$ cat src/rtl/layer_fade_ctrl.sv
// layer_fade_ctrl: per-layer fade sequencer for the layer compositor.
// Converts a level "layer wanted on" request per layer into a frame-synchronous
// fade-in / fade-out ramp of transparency codes (0=1/4 .. 3=1/32, 7=hidden).
// A frame divider produces one "tick" every STEP_FRAMES frame-start pulses; all
// layer state advances only on ticks, so outputs never change mid-frame.
// Optional feature macro: LAYER_FADE_FREEZE_EN adds i_freeze, which stalls the
// divider and every layer while high.
module layer_fade_ctrl #(
    parameter int LAYERNUM    = 4,
    parameter int STEP_FRAMES = 8
) (
    input  logic                     i_clk,
    input  logic                     i_rst,
    input  logic                     i_frame_start,
    input  logic [LAYERNUM-1:0]      i_req_on,
`ifdef LAYER_FADE_FREEZE_EN
    input  logic                     i_freeze,
`endif
    output logic [LAYERNUM-1:0]      o_enableList,
    output logic [LAYERNUM-1:0][2:0] o_transList,
    output logic                     o_busy
);

    localparam int              DIV_W    = (STEP_FRAMES > 1) ? $clog2(STEP_FRAMES) : 1;
    localparam logic [DIV_W-1:0] DIV_LAST = DIV_W'(STEP_FRAMES - 1);

    typedef enum logic [1:0] {
        OFF      = 2'd0,
        FADE_IN  = 2'd1,
        ON       = 2'd2,
        FADE_OUT = 2'd3
    } fade_state_e;

    logic             frame_en;
    logic             tick;
    logic [DIV_W-1:0] div_q;

    fade_state_e state_q [LAYERNUM];
    fade_state_e state_d [LAYERNUM];
    logic [1:0]  lvl_q   [LAYERNUM];
    logic [1:0]  lvl_d   [LAYERNUM];
    logic        busy_d;

`ifdef LAYER_FADE_FREEZE_EN
    // Frozen frames are invisible to the divider, so counting resumes where it stopped.
    assign frame_en = i_frame_start & ~i_freeze;
`else
    assign frame_en = i_frame_start;
`endif

    assign tick = frame_en && (div_q == DIV_LAST);

    // Frame divider: counts frame starts, wraps to zero on the tick.
    always_ff @(posedge i_clk) begin
        // NOTE: sequential state uses non-blocking (<=) so every register samples
        // pre-edge values; blocking here would create order-dependent simulation.
        if (i_rst) begin
            div_q <= '0;
        end else if (frame_en) begin
            div_q <= tick ? '0 : div_q + DIV_W'(1);
        end
    end

    // Per-layer next state/level; reversals continue from the current level.
    always_comb begin
        // NOTE: defaults first, so every path assigns every bit and no latch is inferred.
        state_d = state_q;
        lvl_d   = lvl_q;
        for (int i = 0; i < LAYERNUM; i++) begin
            unique case (state_q[i])
                OFF: begin
                    if (i_req_on[i]) begin
                        state_d[i] = FADE_IN;
                        lvl_d[i]   = 2'd3;
                    end
                end
                FADE_IN: begin
                    if (i_req_on[i]) begin
                        if (lvl_q[i] <= 2'd1) begin
                            state_d[i] = ON;
                            lvl_d[i]   = 2'd0;
                        end else begin
                            lvl_d[i] = lvl_q[i] - 2'd1;
                        end
                    end else if (lvl_q[i] == 2'd3) begin
                        state_d[i] = OFF;
                    end else begin
                        state_d[i] = FADE_OUT;
                        lvl_d[i]   = lvl_q[i] + 2'd1;
                    end
                end
                ON: begin
                    if (i_req_on[i]) begin
                        lvl_d[i] = 2'd0;
                    end else begin
                        state_d[i] = FADE_OUT;
                        lvl_d[i]   = 2'd1;
                    end
                end
                FADE_OUT: begin
                    if (!i_req_on[i]) begin
                        if (lvl_q[i] == 2'd3) begin
                            state_d[i] = OFF;
                        end else begin
                            lvl_d[i] = lvl_q[i] + 2'd1;
                        end
                    end else if (lvl_q[i] <= 2'd1) begin
                        state_d[i] = ON;
                        lvl_d[i]   = 2'd0;
                    end else begin
                        state_d[i] = FADE_IN;
                        lvl_d[i]   = lvl_q[i] - 2'd1;
                    end
                end
            endcase
        end
    end

    // Layer state registers: reset to OFF, advance only on ticks.
    always_ff @(posedge i_clk) begin
        // NOTE: the per-layer arrays are small control state, so every entry is
        // reset explicitly; a reset loop like this is not a RAM and maps to flops.
        if (i_rst) begin
            for (int i = 0; i < LAYERNUM; i++) begin
                state_q[i] <= OFF;
                lvl_q[i]   <= 2'd3;
            end
        end else if (tick) begin
            state_q <= state_d;
            lvl_q   <= lvl_d;
        end
    end

    // Busy when any layer is mid-ramp.
    always_comb begin
        busy_d = 1'b0;
        for (int i = 0; i < LAYERNUM; i++) begin
            if (state_q[i] == FADE_IN || state_q[i] == FADE_OUT) begin
                busy_d = 1'b1;
            end
        end
    end

    // Registered compositor outputs derived from layer state.
    always_ff @(posedge i_clk) begin
        if (i_rst) begin
            o_enableList <= '0;
            o_transList  <= '1;
            o_busy       <= 1'b0;
        end else begin
            for (int i = 0; i < LAYERNUM; i++) begin
                if (state_q[i] == OFF) begin
                    o_enableList[i] <= 1'b0;
                    o_transList[i]  <= 3'd7;
                end else begin
                    o_enableList[i] <= 1'b1;
                    o_transList[i]  <= {1'b0, lvl_q[i]};
                end
            end
            o_busy <= busy_d;
        end
    end

endmodule

$ cat config.mk
export PLATFORM = sky130hd
export DESIGN_NAME = layer_fade_ctrl
export DESIGN_NICKNAME = d
export VERILOG_FILES = /design/src/rtl/layer_fade_ctrl.sv
export SDC_FILE = /design/constraint.sdc
export NUM_CORES = 1
export LEC_CHECK = 0
export BUFFER_PORTS_ARGS = -buffer_cell sky130_fd_sc_hd__buf_2
export CAP_MARGIN = 5
export CORE_ASPECT_RATIO = 1.5
export CORE_MARGIN = 2
export CORE_UTILIZATION = 51
export DETAILED_ROUTE_END_ITERATION = 8
export PLACE_DENSITY_LB_ADDON = 0.15
export SETUP_SLACK_MARGIN = 0.3
export SYNTH_ARGS = -nofsm -noshare
export SYNTH_HDL_FRONTEND = slang
export SYNTH_SLANG_ARGS = --single-unit
$ cat constraint.sdc
create_clock -name i_clk -period 1.53 [get_ports i_clk]
set_clock_uncertainty 0.15 [all_clocks]
set_input_delay 0.153 -clock i_clk [delete_from_list [all_inputs] [get_ports i_clk]]
set_output_delay 0.153 -clock i_clk [all_outputs]
set_load 0.03 [all_outputs]
# == Word level (Yosys, flattened, before mapping) ==
# Index checks and enable logic that the tools add are counted.
# op_classes
mux,73
magnitude_cmp,4
n_mul,0
shifts,0
add_sub_neg,9
div,0
n_reduce_logical,25
bitwise,0
eq_ne,37
# op_table
op,n
$mux 2,48
$ne 3x3->1 const B,12
$pmux 2 s4,4
$eq 2x2->1 const B,12
$pmux 2 s3,4
$reduce_and 5->1,4
$ne 2x2->1 const B,8
$reduce_or 2->1,8
$mux 3,5
$mux 1,12
$reduce_and 3->1,4
$add 2x1->2 const B,4
$eq 2x1->1 const B,4
$le 2x1->1 const B,4
$logic_not 2->1,4
$sub 2x1->2 const B,4
$logic_or 1x1->1,4
$add 3x1->3 const B,1
$eq 3x3->1 const B,1
$logic_and 1x1->1,1
# word_totals
mem_bits_rw,0
word_cells,167
latchBits,0
output_inout_bits,17
mem_bits_ro,0
regBits,36
n_memories,0
inputBits,7

# == Logic depth before layout (Yosys ltp) ==
# Gate-level depths: netlist of run 1.
# depth
depth_word,6
mapped_depth,8
mapped_depth_nobuf,6

# == Least setup slack after synthesis of run 1 ==
# No wires, ideal clock.
# synth_path
path_kind,register -> register
from,register div_q[0]
to,register lvl_q[5] in the netlist's numbering
required_time_ps,1260
stages_incl_launch_ff,8
path_buffers,2
setup_ps,120
synth_period_minus_slack_ps,1603
path_slack_ps,-73
arrival_ps,1333
cell_sequence,dfxtp_1 > ha_1 > ha_1 > and2_4 > buf_6 > buf_8 > o21ai_2 > a211o_1
# synth_via
elab_chain_cells,3
# synth_rtl
item,line,rtl
"start, declared",36,logic [DIV_W-1:0] div_q;
"start signal, assigned",60,div_q <= tick ? '0 : div_q + DIV_W'(1);
$eq 3x3->1,51,assign tick = frame_en && (div_q == DIV_LAST);
$logic_and 1x1->1,51,
$reduce_and 3->1 (no line),--,
"end signal, assigned",130,lvl_q <= lvl_d;
"end, declared",40,logic [1:0] lvl_q [LAYERNUM];
# No other way between the ends.
# A chain may end at the register's enable or synchronous reset.

# == Final worst setup path of run 1 ==
# layout_path
from,register div_q[1]
to,register lvl_q[2] in the netlist's numbering
# The elaborated chain is that of the path after synthesis.

==> results.py, run 1 <==
metrics = {
    "detailed_routing": {
        "drcViolationCount": 0,
        "totalWireLength_mm": 4.21,
        "first_pass_iters": 4,
        "wl_per_cell_um": 14.6,
        "vias_per_cell": 5.62,
        "first_iter_violations": 48,
        "via_count": 1618,
        "postRouteAntennaNets": 0,
    },
    "power_and_ir_drop": {
        "ir_drop_uv": 813,
        "swShare_pct": 22.2,
        "leakagePower_nw": 0.959,
        "internal_power_mw": 1.45,
        "seq_power_share_pct": 50.4,
        "combPwrFrac_pct": 5.1,
        "switching_power_uw": 415,
        "clockPowerShare_pct": 44.4,
        "cellPowerDensity_nw_per_um2": 790,
    },
    "yosys": {
        "yosysTopAreaCell": "dfxtp_1",
        "ys_warn_count": 0,
        "syn_avg_cell_area_um2": 8.69,
        "synth_flop_cell": "dfxtp_1",
        "ys_seq_elements": 36,
        "netlist.area_leader.share_pct": 40.1,
        "yosysSeqAreaShare_pct": 40.1,
        "netlist_area_um2": 1800,
        "synth_area_leaders": "dfxtp_1 40%, ha_1 9.0%, nand2_1 4.8%, a21oi_1 4.5%, inv_1 3.3%",
        "synthArstFlopShare_pct": 0,
        "syn_inst": 207,
        "synth_cell_types": 38,
        "syn-num-nets": 227,
        "synth_edf_count": 0,
    },
    "critical_path": {
        "start_kind": "flip-flop",
        "cp-end-kind": "flip-flop",
        "path_max_fanout": 5,
        "setup.worst_path.class": "reg -> reg",
        "cp_cell_sequence": "ha_4 > ha_4 > and2_4 > o21ai_1 > a211o_1",
        "slowest_stage": "dfxtp_2",
        "critPathArrivalTime_ps": 1520,
        "crit_path_frequent_cell": "ha_4",
        "critPathRequiredTime_ps": 1560,
        "slowest_delay_ps": 360,
    },
    "global_route": {
        "grt_pass1_vias": 1596,
        "grt.total_usage_pct": 23.2,
        "antenna_found_initial": 0,
        "overflow": 0,
        "grt_max_degree": 13,
        "grt_pass1_wl_mm": 7.07,
    },
    "finish": {
        "design_area_um2": 2360,
        "n_antenna_cell": 0,
        "layout.nets": 265,
        "final_cells": 288,
        "fin_util_pct": 69.9,
        "nFillCells": 282,
        "area_growth_pct": 31.5,
        "drive_gt1_share_pct": 40.2,
    },
    "clocking": {
        "cts_buffers": 5,
        "clock_sinks": 36,
        "cts_buffer_depth": 2,
        "clk-insertion-delay-late_ps": 290,
        "cts_tree": "built",
        "cts.clk_slew.worst_paths_ps": 70,
        "ctsRootBufferMaster": "clkbuf_8",
        "htreeDepth": 2,
        "cts_hold_buf": 0,
    },
    "timing": {
        "grt_setup_unrepaired": "yes",
        "drv_slew": 0,
        "finalHoldViolations": 0,
        "fin_setup_tns_ps": 0,
        "period_share_pct": 97.4,
        "setup_viol": 0,
        "fmax_mhz": 671,
        "min_period_ps": 1490,
        "relSlewSlack_pct": 81.5,
        "worst_pin_slew_ps": 277,
    },
    "min_path": {
        "hold_path_class": "in -> reg",
    },
    "job": {
        "drv_cap": 0,
    },
    "placement": {
        "dp_hpwl_mm": 2.85,
        "place_congestion": 0.827,
        "place_inst": 274,
        "io_buffers": 23,
        "placed_cell_area_um2": 2040,
    },
    "floorplanning": {
        "die-area_um2": 4030,
        "coreArea_um2": 3380,
        "die_w_um": 52.5,
        "num_rows": 26,
        "die_y_um": 76.7,
        "initial_core_util_pct": 53.1,
        "pin_count": 24,
    },
    "run_status": {
        "status": "completed",
    },
}
==> final cells by class <==
cell class / instances / area [µm²] / share of cell area [%]
timing repair buffer: 42 / 265 / 11.2
clock buffer: 5 / 68.8 / 2.91
inverter: 16 / 65.1 / 2.75
tap: 42 / 52.6 / 2.22
multi-input combinational: 144 / 1130 / 47.8
sequential: 36 / 741 / 31.3
clock inverter: 3 / 42.5 / 1.80
==> worst paths after layout <==
kind | slack [ps] | depth (start not counted) | startpoint | endpoint
worst min-delay path | 60 | 2 | i_rst | o_busy
worst max-delay path | 40 | 5 | div_q[1] | lvl_q[2]
worst min register to register | 330 | 2 | lvl_q[0] | o_transList[9]
worst max register to register | 40 | 5 | div_q[1] | lvl_q[2]
==> worst max-delay path, delay by kind of cell (launching register included) <==
| family | cells | cell delay [ps] |
|---|---|---|
| compound gates | 2 | 390 |
| flops | 1 | 360 |
| fa+ha+maj | 2 | 290 |
| simple gates | 1 | 190 |
==> cell usage after synthesis (all sizes together), types with 2 or more instances <==
cell	instances
nor2b	4
a211o	5
nand2b	7
xor2	2
nor3	5
nand3	4
ha	13
clkbuf	2
nor2	17
buf	11
a31oi	3
a2bb2oi	2
o21ai	11
a311oi	4
nand2	23
mux2i	3
xnor2	2
a21oi	16
inv	16
dfxtp	36
o2111a	3
o211ai	7
==> metal layers <==
metal	track usage (%)	vias to the layer above	routed length, µm
li1	-	796	-
met1	25.1	766	1660
met2	39.8	40	2250
met3	5.25	16	155
met4	12.8	0	142
met5	0	-	0
==> power groups by stage <==
| stage | logic (mW) | registers, mW | clock network, mW |
|---|---|---|---|
| after floorplan | 0.0590 | 0.969 | 0 |
| after global placement | 0.0777 | 0.969 | 0 |
| after detailed placement | 0.0839 | 0.969 | 0 |
| after CTS | 0.0915 | 0.944 | 0.848 |
| after global routing | 0.106 | 0.942 | 0.897 |
| final | 0.0957 | 0.942 | 0.830 |
==> sequential cells by signal, summed over array words and instances, names as in the netlist <==
name          cells
o_transList      12
o_enableList      4
div_q             3
o_busy            1
state_q           8
lvl_q             8
==> through the flow <==
step           setup WS, ps  power [mW]  hold WS (ps)
3_3_place_gp           6.44        1.05           325
5_1_grt               -14.0        1.95          59.2
4_1_cts                53.0        1.88          45.8
3_5_place_dp          -61.9        1.05           333
2_1_floorplan          20.0        1.03           105
6_report               40.5        1.87          62.6
==> cell usage in the layout (no fill, tap or decap), types with 3 or more instances in the layout <==
master	Yosys	routed
and2_4	1	3
dfxtp_2	0	7
ha_4	0	4
o2111a_1	3	3
nand2b_1	7	7
o21ai_1	0	3
inv_1	16	13
a21oi_2	0	3
a31oi_1	3	3
buf_2	6	23
a21oi_1	16	13
dfxtp_1	36	26
nand2_1	23	21
buf_4	2	17
ha_2	0	4
o211ai_1	7	7
clkbuf_8	0	5
nor2_1	16	14
o21ai_0	10	6
a211o_1	5	5
ha_1	13	5
dfxtp_4	0	3
==> cell families after synthesis <==
| family | share of synthesized area, % |
|---|---|
| adder cells (fa/ha/maj) | 9.05 |
| AND/OR/NAND/NOR | 17.3 |
| XOR/XNOR | 1.95 |
| AO/OA/AOI/OAI | 21.6 |
| multiplexers | 1.67 |
| buffers and inverters | 8.35 |
| flip-flops | 40.1 |
==> what timing repair did <==
action,in CTS,in global routing
cloned,2,0
setup buffers,3,1
resized for setup,37,12
endpoints found under the setup margin,18,21
pin swaps,15,11
hold endpoints to repair,0,0
No activity file was read; power rests on OpenSTA's default activity.
==> run 2: changes to the inputs <==
- SETUP_SLACK_MARGIN: 0.3 -> unset
==> results.py, run 2 (synthesized netlist as in run 1, its figures left out) <==
metrics = {
    "run_status": {
        "status": "completed",
    },
    "timing": {
        "fin_setup_tns_ps": 0,
        "min_period_ps": 1520,
        "worst_pin_slew_ps": 335,
        "hold_ws_ps": 4.51,
        "period_share_pct": 99.5,
        "relSlewSlack_pct": 77.6,
        "fmax_mhz": 657,
        "finalHoldViolations": 0,
        "fin_ws_ps": 7.15,
        "drv_slew": 0,
        "grt_setup_unrepaired": "yes",
        "setup_viol": 0,
    },
    "placement": {
        "place_congestion": 0.853,
        "place_inst": 273,
        "placed_cell_area_um2": 2010,
        "pre_cts_ws_ps": -64.2,
        "io_buffers": 23,
        "dp_hpwl_mm": 2.67,
    },
    "critical_path": {
        "start_kind": "flip-flop",
        "path_max_fanout": 8,
        "r2r-end": "lvl_q[5]",
        "setup.worst_path.class": "reg -> reg",
        "ff2ff_path_depth": 6,
        "r2r_slack_ps": 7,
        "critPathRequiredTime_ps": 1560,
        "critPathArrivalTime_ps": 1550,
        "cp-end-kind": "flip-flop",
        "r2r-start": "div_q[1]",
    },
    "power_and_ir_drop": {
        "ir_drop_uv": 644,
        "leakagePower_nw": 0.933,
        "finalPower_mw": 1.84,
        "cellPowerDensity_nw_per_um2": 839,
    },
    "finish": {
        "n_antenna_cell": 0,
        "nFillCells": 304,
        "fin_util_pct": 64.8,
        "layout_commonest_cell": "dfxtp_1",
        "regArea_um2": 733,
        "largest_register_ffs": 12,
        "area_growth_pct": 21.9,
        "drive_gt1_share_pct": 29.2,
        "design_area_um2": 2190,
        "regMostFlops": "o_transList",
        "final_cells": 285,
        "final_cell_mix": "28 x dfxtp_1, 23 x buf_2, 21 x nand2_1",
        "layout.nets": 262,
        "multi_input_area_um2": 991,
        "largestRegisters": "o_transList (12), lvl_q (8), state_q (8)",
    },
    "min_path": {
        "hp-start": "i_rst",
        "hold_path_class": "in -> reg",
        "hold_path_end": "state_q[5]",
        "hold_depth": 2,
    },
    "detailed_routing": {
        "via_count": 1591,
        "routed-wl-met2_mm": 2.07,
        "first_iter_violations": 49,
        "wl_met3_um": 159,
        "wl_per_cell_um": 13.2,
        "topRoutingLayerUsed": "met4",
        "totalWireLength_mm": 3.76,
        "drcViolationCount": 0,
        "postRouteAntennaNets": 0,
        "wl_met1_mm": 1.47,
        "vias_per_cell": 5.58,
        "first_pass_iters": 5,
    },
    "floorplanning": {
        "coreArea_um2": 3380,
        "pin_count": 24,
        "num_rows": 26,
        "die_w_um": 52.5,
        "die-area_um2": 4030,
        "die_y_um": 76.7,
        "initial_core_util_pct": 53.1,
    },
    "global_route": {
        "grt_pass1_vias": 1455,
        "grt.total_usage_pct": 20.2,
        "grt_max_degree": 14,
        "overflow": 0,
        "grt_pass1_wl_mm": 6.18,
        "antenna_found_initial": 0,
    },
    "clocking": {
        "htreeDepth": 2,
        "clk-insertion-delay-late_ps": 290,
        "cts.clk_slew.worst_paths_ps": 70,
        "cts_buffers": 5,
        "cts_tree": "built",
        "clock_sinks": 36,
        "ctsRootBufferMaster": "clkbuf_8",
        "cts_hold_buf": 0,
        "cts_buffer_depth": 2,
    },
    "job": {
        "drv_cap": 0,
    },
}
[run 2: report_power, final]
group          switching (mW)  leakage (nW)  internal, mW  total [mW]
registers             0.00472         0.289         0.941       0.946
logic                  0.0546         0.589        0.0336      0.0882
clock network           0.320        0.0552         0.483       0.803
[run 2: how the worst max path moves through the flow]
stage / from / endpoint / cells past startpoint
2_1_floorplan: div_q[0] / lvl_q[4] / 7
4_1_cts: div_q[1] / lvl_q[5] / 6
6_report: div_q[1] / lvl_q[5] / 6
3_5_place_dp: lvl_q[7] / state_q[7] / 6
3_3_place_gp: div_q[1] / lvl_q[1] / 5
5_1_grt: div_q[1] / lvl_q[2] / 5
[run 2: layout make-up]
| type | instances | share of cell area [%] |
|---|---|---|
| clock inverter | 2 | 1.60 |
| clock buffer | 6 | 3.31 |
| tap | 42 | 2.40 |
| inverter | 16 | 2.74 |
| sequential | 36 | 33.5 |
| multi-input combinational | 143 | 45.2 |
| timing repair buffer | 40 | 11.3 |
[run 2: timing repair]
action                     4_1_cts  5_1_grt
cloned                           1        0
setup endpoints to repair        8       11
setup buffers                    3        0
resized for setup               14        7
pin swaps                        1        5
[run 2: critical path, stage by stage (launching register included)]
cell	delay, ps
dfxtp_2	350
ha_4	140
ha_4	150
and2_4	210
buf_6	110
o21ai_2	50
a211o_1	250
[run 2: per-layer routing]
metal,GRT usage [%],vias up
li1,-,786
met1,21.7,757
met2,35.0,38
met3,5.45,10
met4,9.49,0
met5,0,-
